==> config.mk <==
export PLATFORM = sky130hd
export DESIGN_NAME = bus_mux_reg
export DESIGN_NICKNAME = d
export VERILOG_FILES = /design/src/rtl/busmux_pkg.sv /design/src/rtl/bus_mux_reg_onehot_enc.sv /design/src/rtl/bus_mux_reg.sv
export SDC_FILE = /design/constraint.sdc
export NUM_CORES = 1
export LEC_CHECK = 0
export ABC_AREA = 1
export BUFFER_PORTS_ARGS = -buffer_cell sky130_fd_sc_hd__buf_2
export CAP_MARGIN = 20
export CORE_AREA = 2 2 333 335
export CTS_CLUSTER_DIAMETER = 50
export DETAILED_ROUTE_END_ITERATION = 16
export DIE_AREA = 0 0 335 337
export GPL_ROUTABILITY_DRIVEN = 1
export PLACE_DENSITY_LB_ADDON = 0.15
export SYNTH_ARGS = -nofsm -noshare
export SYNTH_HDL_FRONTEND = slang
export SYNTH_HIERARCHICAL = 1
export SYNTH_SLANG_ARGS = --single-unit
==> constraint.sdc <==
create_clock -name clk -period 5.8 [get_ports clk]
set_input_delay 0.29 -clock clk [delete_from_list [all_inputs] [get_ports clk]]
set_output_delay 0.29 -clock clk [all_outputs]
set_load 0.01 [all_outputs]
==> src/rtl/busmux_pkg.sv <==
// ----------------------------------------------------------------------------
// busmux_pkg
// Shared types and helpers for the registered bus multiplexer.
//   state_t        : FSM state encoding (IDLE=0, DRIVE=1, FAULT=2)
//   MAX_W          : widest source-enable vector the helpers accept (64)
//   sel_width()    : width of the encoded select for a given source count
//   popcount_ge2() : 1 when two or more bits of the vector are set
//   onehot_to_idx(): index of the set bit. Indices of multiple set bits are
//                    ORed together, so the result is only meaningful for a
//                    one-hot input.
// ----------------------------------------------------------------------------
package busmux_pkg;

    localparam int MAX_W = 64;

    typedef enum logic [1:0] {
        IDLE  = 2'd0,
        DRIVE = 2'd1,
        FAULT = 2'd2
    } state_t;

    // Equals $clog2(n) over the legal range 2..64. The 1-bit floor keeps the
    // port width legal if the function is ever called with n < 2.
    function automatic int sel_width(input int n);
        return (n <= 2) ? 1 : $clog2(n);
    endfunction

    function automatic logic popcount_ge2(input logic [MAX_W-1:0] vec);
        logic seen;
        logic multi;
        seen  = 1'b0;
        multi = 1'b0;
        for (int i = 0; i < MAX_W; i++) begin
            if (vec[i]) begin
                if (seen) begin
                    multi = 1'b1;
                end
                seen = 1'b1;
            end
        end
        return multi;
    endfunction

    function automatic logic [5:0] onehot_to_idx(input logic [MAX_W-1:0] vec);
        logic [5:0] idx;
        idx = '0;
        for (int i = 0; i < MAX_W; i++) begin
            if (vec[i]) begin
                idx = idx | 6'(i);
            end
        end
        return idx;
    endfunction

endpackage

==> src/rtl/bus_mux_reg_onehot_enc.sv <==
// ----------------------------------------------------------------------------
// onehot_enc
// Combinational one-hot encoder with population classification.
// Parameters: N (vector width, 2..64), IDX_W (index width, derived).
// Ports:
//   vec   in  N      enable vector
//   idx   out IDX_W  index of the set bit (valid only when one=1)
//   zero  out 1      no bit set
//   one   out 1      exactly one bit set
//   multi out 1      two or more bits set
// ----------------------------------------------------------------------------
module onehot_enc
    import busmux_pkg::*;
#(
    parameter int N     = 24,
    parameter int IDX_W = sel_width(N)
) (
    input  logic [N-1:0]     vec,
    output logic [IDX_W-1:0] idx,
    output logic             zero,
    output logic             one,
    output logic             multi
);

    logic [MAX_W-1:0] vec_ext;

    always_comb begin
        vec_ext        = '0;
        vec_ext[N-1:0] = vec;
    end

    assign zero  = ~|vec;
    assign multi = popcount_ge2(vec_ext);
    assign one   = ~zero & ~multi;

    // Index bit gi is the OR of every enable whose position has bit gi set.
    // This is exact for one-hot inputs; other cases are flagged by zero/multi.
    generate
        for (genvar gi = 0; gi < IDX_W; gi++) begin : g_idx
            logic [N-1:0] pos_mask;
            for (genvar gj = 0; gj < N; gj++) begin : g_mask
                assign pos_mask[gj] = 1'((gj >> gi) & 1);
            end
            assign idx[gi] = |(vec & pos_mask);
        end
    endgenerate

endmodule

==> src/rtl/bus_mux_reg.sv <==
// ----------------------------------------------------------------------------
// bus_mux_reg
// Registered N_SRC-way bus multiplexer driven by one-hot enables, with a
// sticky fault state on one-hot violations.
// Optional feature macro: BUS_HOLD_EN -- when defined, bus_out keeps its last
// value while no source drives the bus (bus-keeper); otherwise it goes to 0.
// Parameters: N_SRC (2..64), WIDTH (1..64), SEL_W (derived, not overridable)
// Ports:
//   clk        in   1            rising-edge clock
//   clr        in   1            synchronous active-high reset
//   src_data   in   N_SRC*WIDTH  source i at [i*WIDTH +: WIDTH]
//   src_out    in   N_SRC        one-hot drive enables
//   err_clr    in   1            clears FAULT / fault_src
//   bus_out    out  WIDTH        registered bus value
//   bus_valid  out  1            bus_out holds a source driven last cycle
//   bus_sel    out  SEL_W        index of the source in bus_out
//   bus_err    out  1            high while in FAULT
//   fault_src  out  N_SRC        enables captured at the latest violation
// ----------------------------------------------------------------------------
module bus_mux_reg
    import busmux_pkg::*;
#(
    parameter  int N_SRC = 24,
    parameter  int WIDTH = 32,
    localparam int SEL_W = sel_width(N_SRC)
) (
    input  logic                     clk,
    input  logic                     clr,
    input  logic [N_SRC*WIDTH-1:0]   src_data,
    input  logic [N_SRC-1:0]         src_out,
    input  logic                     err_clr,
    output logic [WIDTH-1:0]         bus_out,
    output logic                     bus_valid,
    output logic [SEL_W-1:0]         bus_sel,
    output logic                     bus_err,
    output logic [N_SRC-1:0]         fault_src
);

    state_t             state_reg,     state_next;
    logic [WIDTH-1:0]   bus_out_reg,   bus_out_next;
    logic               bus_valid_reg, bus_valid_next;
    logic [SEL_W-1:0]   bus_sel_reg,   bus_sel_next;
    logic [N_SRC-1:0]   fault_src_reg, fault_src_next;

    logic [SEL_W-1:0]   enc_idx;
    logic               enc_zero;
    logic               enc_one;
    logic               enc_multi;
    logic [WIDTH-1:0]   mux_data;
    logic [WIDTH-1:0]   idle_value;

    onehot_enc #(
        .N     (N_SRC),
        .IDX_W (SEL_W)
    ) u_enc (
        .vec   (src_out),
        .idx   (enc_idx),
        .zero  (enc_zero),
        .one   (enc_one),
        .multi (enc_multi)
    );

    // AND-OR mux: each source is gated by its own enable. The result is only
    // registered when exactly one enable is set, so a multi-enable never
    // produces a partial (ORed) drive on bus_out.
    logic [WIDTH-1:0] masked [N_SRC];

    generate
        for (genvar gi = 0; gi < N_SRC; gi++) begin : g_mask
            assign masked[gi] = src_data[gi*WIDTH +: WIDTH] & {WIDTH{src_out[gi]}};
        end
    endgenerate

    always_comb begin
        mux_data = '0;
        for (int i = 0; i < N_SRC; i++) begin
            mux_data = mux_data | masked[i];
        end
    end

`ifdef BUS_HOLD_EN
    assign idle_value = bus_out_reg;
`else
    assign idle_value = '0;
`endif

    always_comb begin
        state_next     = state_reg;
        bus_out_next   = bus_out_reg;
        bus_valid_next = 1'b0;
        bus_sel_next   = '0;
        fault_src_next = fault_src_reg;

        if (state_reg == FAULT && !(err_clr && !enc_multi)) begin
            // Stay in FAULT. A clear that coincides with a new violation
            // loses to it, and fault_src records that newer violation.
            state_next   = FAULT;
            bus_out_next = '0;
            if (err_clr) begin
                fault_src_next = src_out;
            end
        end else begin
            // A cleared fault exits on this same edge and the current enables
            // are handled as if the FSM were already idle.
            if (state_reg == FAULT) begin
                fault_src_next = '0;
            end
            if (enc_zero) begin
                state_next   = IDLE;
                bus_out_next = idle_value;
            end else if (enc_one) begin
                state_next     = DRIVE;
                bus_out_next   = mux_data;
                bus_valid_next = 1'b1;
                bus_sel_next   = enc_idx;
            end else begin
                state_next     = FAULT;
                bus_out_next   = '0;
                fault_src_next = src_out;
            end
        end
    end

    always_ff @(posedge clk) begin
        if (clr) begin
            state_reg     <= IDLE;
            bus_out_reg   <= '0;
            bus_valid_reg <= 1'b0;
            bus_sel_reg   <= '0;
            fault_src_reg <= '0;
        end else begin
            state_reg     <= state_next;
            bus_out_reg   <= bus_out_next;
            bus_valid_reg <= bus_valid_next;
            bus_sel_reg   <= bus_sel_next;
            fault_src_reg <= fault_src_next;
        end
    end

    assign bus_out   = bus_out_reg;
    assign bus_valid = bus_valid_reg;
    assign bus_sel   = bus_sel_reg;
    assign bus_err   = (state_reg == FAULT);
    assign fault_src = fault_src_reg;

endmodule
==> tab_implementation.tex <==
\begin{tabular}{lr}
\hline
Metric & Value \\
\hline
\multicolumn{2}{l}{\textbf{Clocking}} \\
Maximum count of clock buffers along a single path & 2 \\
Post-CTS Setup Bufs & 0 \\
CTS H-tree depth & 3 \\
Clk root buf & sky130\_fd\_sc\_hd\_\_clkbuf\_16 \\
Clock latency at the later pin of the worst-skew pair & about 0.36 ns \\
Number of buffers inserted for hold repair after clock tree synthesis & 0 \\
CTS Sinks & 63 \\
Clock tree from TritonCTS & yes \\
Resize count post-CTS & 0 \\
Clock-pin slew on the worst setup and hold paths & 0.06 ns \\
Num CTS Buffers & 9 \\
\multicolumn{2}{l}{\textbf{Yosys}} \\
Synthesized instance count & between 1,500 and 2,000 \\
Proportion of synthesized chip area in sequential cells & 0.1523 \\
Summed instance area of the synthesized netlist & 8282 sq um \\
Yosys cell types & 25 \\
Mean area per synthesized cell & 4.743 sq um \\
Nets in the synthesized netlist & around 2,500 \\
Count of yosys warnings during synthesis & 6 \\
Register bit total from synthesis & 63 \\
\multicolumn{2}{l}{\textbf{Worst setup path}} \\
Critical-path maximum fanout & 38 \\
Buffer and inverter count on the worst path & 2 \\
Kind of critical path & in2reg \\
Arrival time reported for the critical path endpoint & between 3 and 4 ns \\
Worst stage delay on the critical path & between 0.7 and 0.8 ns \\
Kind of end point of the critical path & register \\
Startpoint kind of the worst setup timing path & primary input \\
Cell class contributing the biggest share of worst-path delay & simple AND/OR/NAND/NOR gates \\
Cell with the largest stage delay on the worst path & sky130\_fd\_sc\_hd\_\_nand4\_4 \\
Critical path, cell by cell & buf\_2 > buf\_4 > nor2\_2 > nand2\_2 > nor2\_4 > nor2\_1 > nor2\_1 > nand2\_1 > nor2\_1 > nand3\_1 > nor2\_2 > nand2\_2 > nor2\_2 > nand4\_4 > a21oi\_1 \\
Required arrival time at the worst endpoint & approximately 6 ns \\
\multicolumn{2}{l}{\textbf{Routing}} \\
Vias post-DR & about 14,000 \\
Final routed wirelength across all metal layers & 99,030 um \\
Vias per cell & between 3 and 4 \\
Number of iterations in the first detailed-routing pass & 5 \\
Starting DRT DRC Count & 733 \\
Post-detailed-route DRC marker count & 0 \\
Post-detailed-route count of antenna-violating nets & 0 \\
Wire per inst & 24.90 um \\
\multicolumn{2}{l}{\textbf{Placed design}} \\
Placer's final routability congestion estimate & approximately 0.82 \\
Detailed placement HPWL & between 80,000 and 90,000 um \\
Minimum setup slack after placement & between 2 and 2.5 ns \\
Port buffer count & 857 \\
Placed Instance Area & about 14,000 sq um \\
\multicolumn{2}{l}{\textbf{Floorplanning}} \\
Row cnt & around 120 \\
Floorplan Core Area & $\sim$110,000 sq um \\
Total die area & roughly 110,000 sq um \\
Initial Utilization & 0.07556 \\
Chip height & 337 um \\
I/O pin total & approximately 860 \\
Die X-Extent & $\sim$340 um \\
\multicolumn{2}{l}{\textbf{Global route}} \\
Pin count of the biggest net entering global routing & 39 \\
Initial antenna violation count & 40 \\
Global routing usage summed across all routing layers & 0.1674 \\
Number of global-route vias before repair & 14,400 \\
Global-route wire length before repair & roughly 130,000 um \\
Total congestion overflow after global routing & 0 \\
\multicolumn{2}{l}{\textbf{STA}} \\
Setup repair after global routing missed its margin & false \\
Achievable clock frequency & about 330 MHz \\
Worst path setup slack after routing & about 2.8 ns \\
Hold Worst Slack & approximately 0.31 ns \\
Transition time at the pin with the least slew margin & 0.9492 ns \\
Number of max-slew violations in the final report & 0 \\
Number of hold violations in the final report & 0 \\
Period utilization & 0.5207 \\
Shortest period the worst path allows & 3.020 ns \\
Total negative setup slack & 0 ns \\
Setup violation total in the final timing report & 0 \\
Clock skew & 0.008043 ns \\
Max\_slew headroom & 0.3672 \\
\multicolumn{2}{l}{\textbf{Finish}} \\
Nets & 3,327 \\
Layout-stage area growth over the synthesis result & 73.30\% \\
Fraction of final layout cells with drive strength greater than 1 & 0.3776 \\
Largest register FFs & 32 \\
Final design instance area without fill & roughly 14,000 sq um \\
\multicolumn{2}{l}{\textbf{Power}} \\
Leakage & about 8 nW \\
Power per standard cell area & about 140 nW/um\^{}2 \\
Worst VDD drop & roughly 0.14 mV \\
\multicolumn{2}{l}{\textbf{Worst hold path}} \\
Hold/Removal Path Class & in2reg \\
\multicolumn{2}{l}{\textbf{Run}} \\
Number of violations of the max-capacitance limit & 0 \\
\multicolumn{2}{l}{\textbf{Run status}} \\
Run status & complete, no violations \\
\hline
\end{tabular}
[cells in the final DEF (no fill, tap or decap), types with 13 or more instances in the layout]
| master | count |
|---|---|
| sky130_fd_sc_hd__nand4_1 | 66 |
| sky130_fd_sc_hd__a21oi_1 | 13 |
| sky130_fd_sc_hd__dfxtp_1 | 63 |
| sky130_fd_sc_hd__a21oi_2 | 20 |
| sky130_fd_sc_hd__inv_1 | 24 |
| sky130_fd_sc_hd__buf_4 | 28 |
| sky130_fd_sc_hd__nand2_1 | 1151 |
| sky130_fd_sc_hd__o21ai_2 | 23 |
| sky130_fd_sc_hd__nand3_1 | 32 |
| sky130_fd_sc_hd__buf_2 | 855 |
| sky130_fd_sc_hd__nor2_1 | 218 |
| sky130_fd_sc_hd__diode_2 | 14 |
[final timing paths]
kind	startpoint	to	slack, ns	cells after the start
max reg2reg	state_reg[0]	bus_out[25]	3.99	4
min reg2reg	fault_src[7]	fault_src[7]	0.48	2
min	src_data[162]	bus_out[2]	0.31	5
max	src_out[3]	bus_out[25]	2.78	15
[cells in the mapped netlist]
library cell | n | area [sq um]
sky130_fd_sc_hd__nand3b_1 | 1 | 7.510
sky130_fd_sc_hd__nand2_2 | 4 | 25.02
sky130_fd_sc_hd__buf_2 | 97 | 485.5
sky130_fd_sc_hd__nand2_4 | 1 | 11.26
sky130_fd_sc_hd__a21oi_2 | 20 | 175.2
sky130_fd_sc_hd__nor4_1 | 3 | 18.77
sky130_fd_sc_hd__nor2_1 | 218 | 818.3
sky130_fd_sc_hd__clkbuf_1 | 4 | 15.01
sky130_fd_sc_hd__a21oi_1 | 13 | 65.06
sky130_fd_sc_hd__nand4_2 | 1 | 12.51
sky130_fd_sc_hd__dfxtp_1 | 63 | 1261
sky130_fd_sc_hd__inv_1 | 24 | 90.09
sky130_fd_sc_hd__o21ai_1 | 1 | 5.000
sky130_fd_sc_hd__buf_6 | 8 | 90.09
sky130_fd_sc_hd__nor2_2 | 4 | 25.02
sky130_fd_sc_hd__o21ai_2 | 23 | 201.4
sky130_fd_sc_hd__clkinv_1 | 1 | 3.750
sky130_fd_sc_hd__nor2_4 | 3 | 33.78
sky130_fd_sc_hd__inv_2 | 1 | 3.750
sky130_fd_sc_hd__nand3_1 | 32 | 160.2
sky130_fd_sc_hd__nand4_1 | 66 | 412.9
sky130_fd_sc_hd__nand3_2 | 1 | 10.01
sky130_fd_sc_hd__nor3_1 | 2 | 10.01
sky130_fd_sc_hd__o21ai_0 | 4 | 20.02
sky130_fd_sc_hd__nand2_1 | 1151 | 4320
[cell families (layout without fill, tap and decap cells)]
kind of cell / Yosys count / in the layout / synth area share
AND/OR/NAND/NOR: 1487 / 1487 / 0.7083
buffers and inverters: 135 / 926 / 0.08309
flip-flops: 63 / 63 / 0.1523
AO/OA/AOI/OAI: 61 / 61 / 0.05635
other: 0 / 14 / 0
[area by class of cell]
type,instances,area [sq um]
repair buffers,884,4504
flip-flops and latches,63,1261
fillers,13340,95250
well taps,1426,1784
diodes,14,35.03
multi-input cells,1548,6341
clock inverters,6,90.09
clock buffers,10,239.0
inverters,26,97.59
[where the power goes]
part	internal [mW]	leakage, nW	switching (mW)
clock network	0.391	0.160	0.252
logic	0.341	7.53	0.565
registers	0.444	0.514	0.00795
total	1.18	8.21	0.826
[worst min-delay path, stage by stage]
cell and delay [ns]:
sky130_fd_sc_hd__buf_2 0.08, sky130_fd_sc_hd__nand2_1 0.04, sky130_fd_sc_hd__nand4_1 0.06, sky130_fd_sc_hd__nor2_1 0.05, sky130_fd_sc_hd__a21oi_2 0.11
[through the flow]
stage / power [mW] / instances / util
final: 2.002 / 3977 / 0.1310
after global routing: 2.155 / 3966 / 0.1307
after CTS: 2.066 / 3963 / 0.1306
after detailed placement: 1.401 / 3947 / 0.1276
after global placement: 1.402 / 3946 / 0.1275
after floorplan: 0.8177 / 1746 / -
[routing by layer]
metal  vias to the layer above  wire length (um)  global-route usage  share of wire
met1                      6326             41560              0.2076           0.42
met2                       632             49250              0.2997           0.50
met5                         -               126                   0         0.0013
met4                        20              1357             0.03091          0.014
li1                       6943                 -                   -              -
met3                        81              6729             0.03273          0.068
Note: power is estimated with default switching activity, not from simulation.
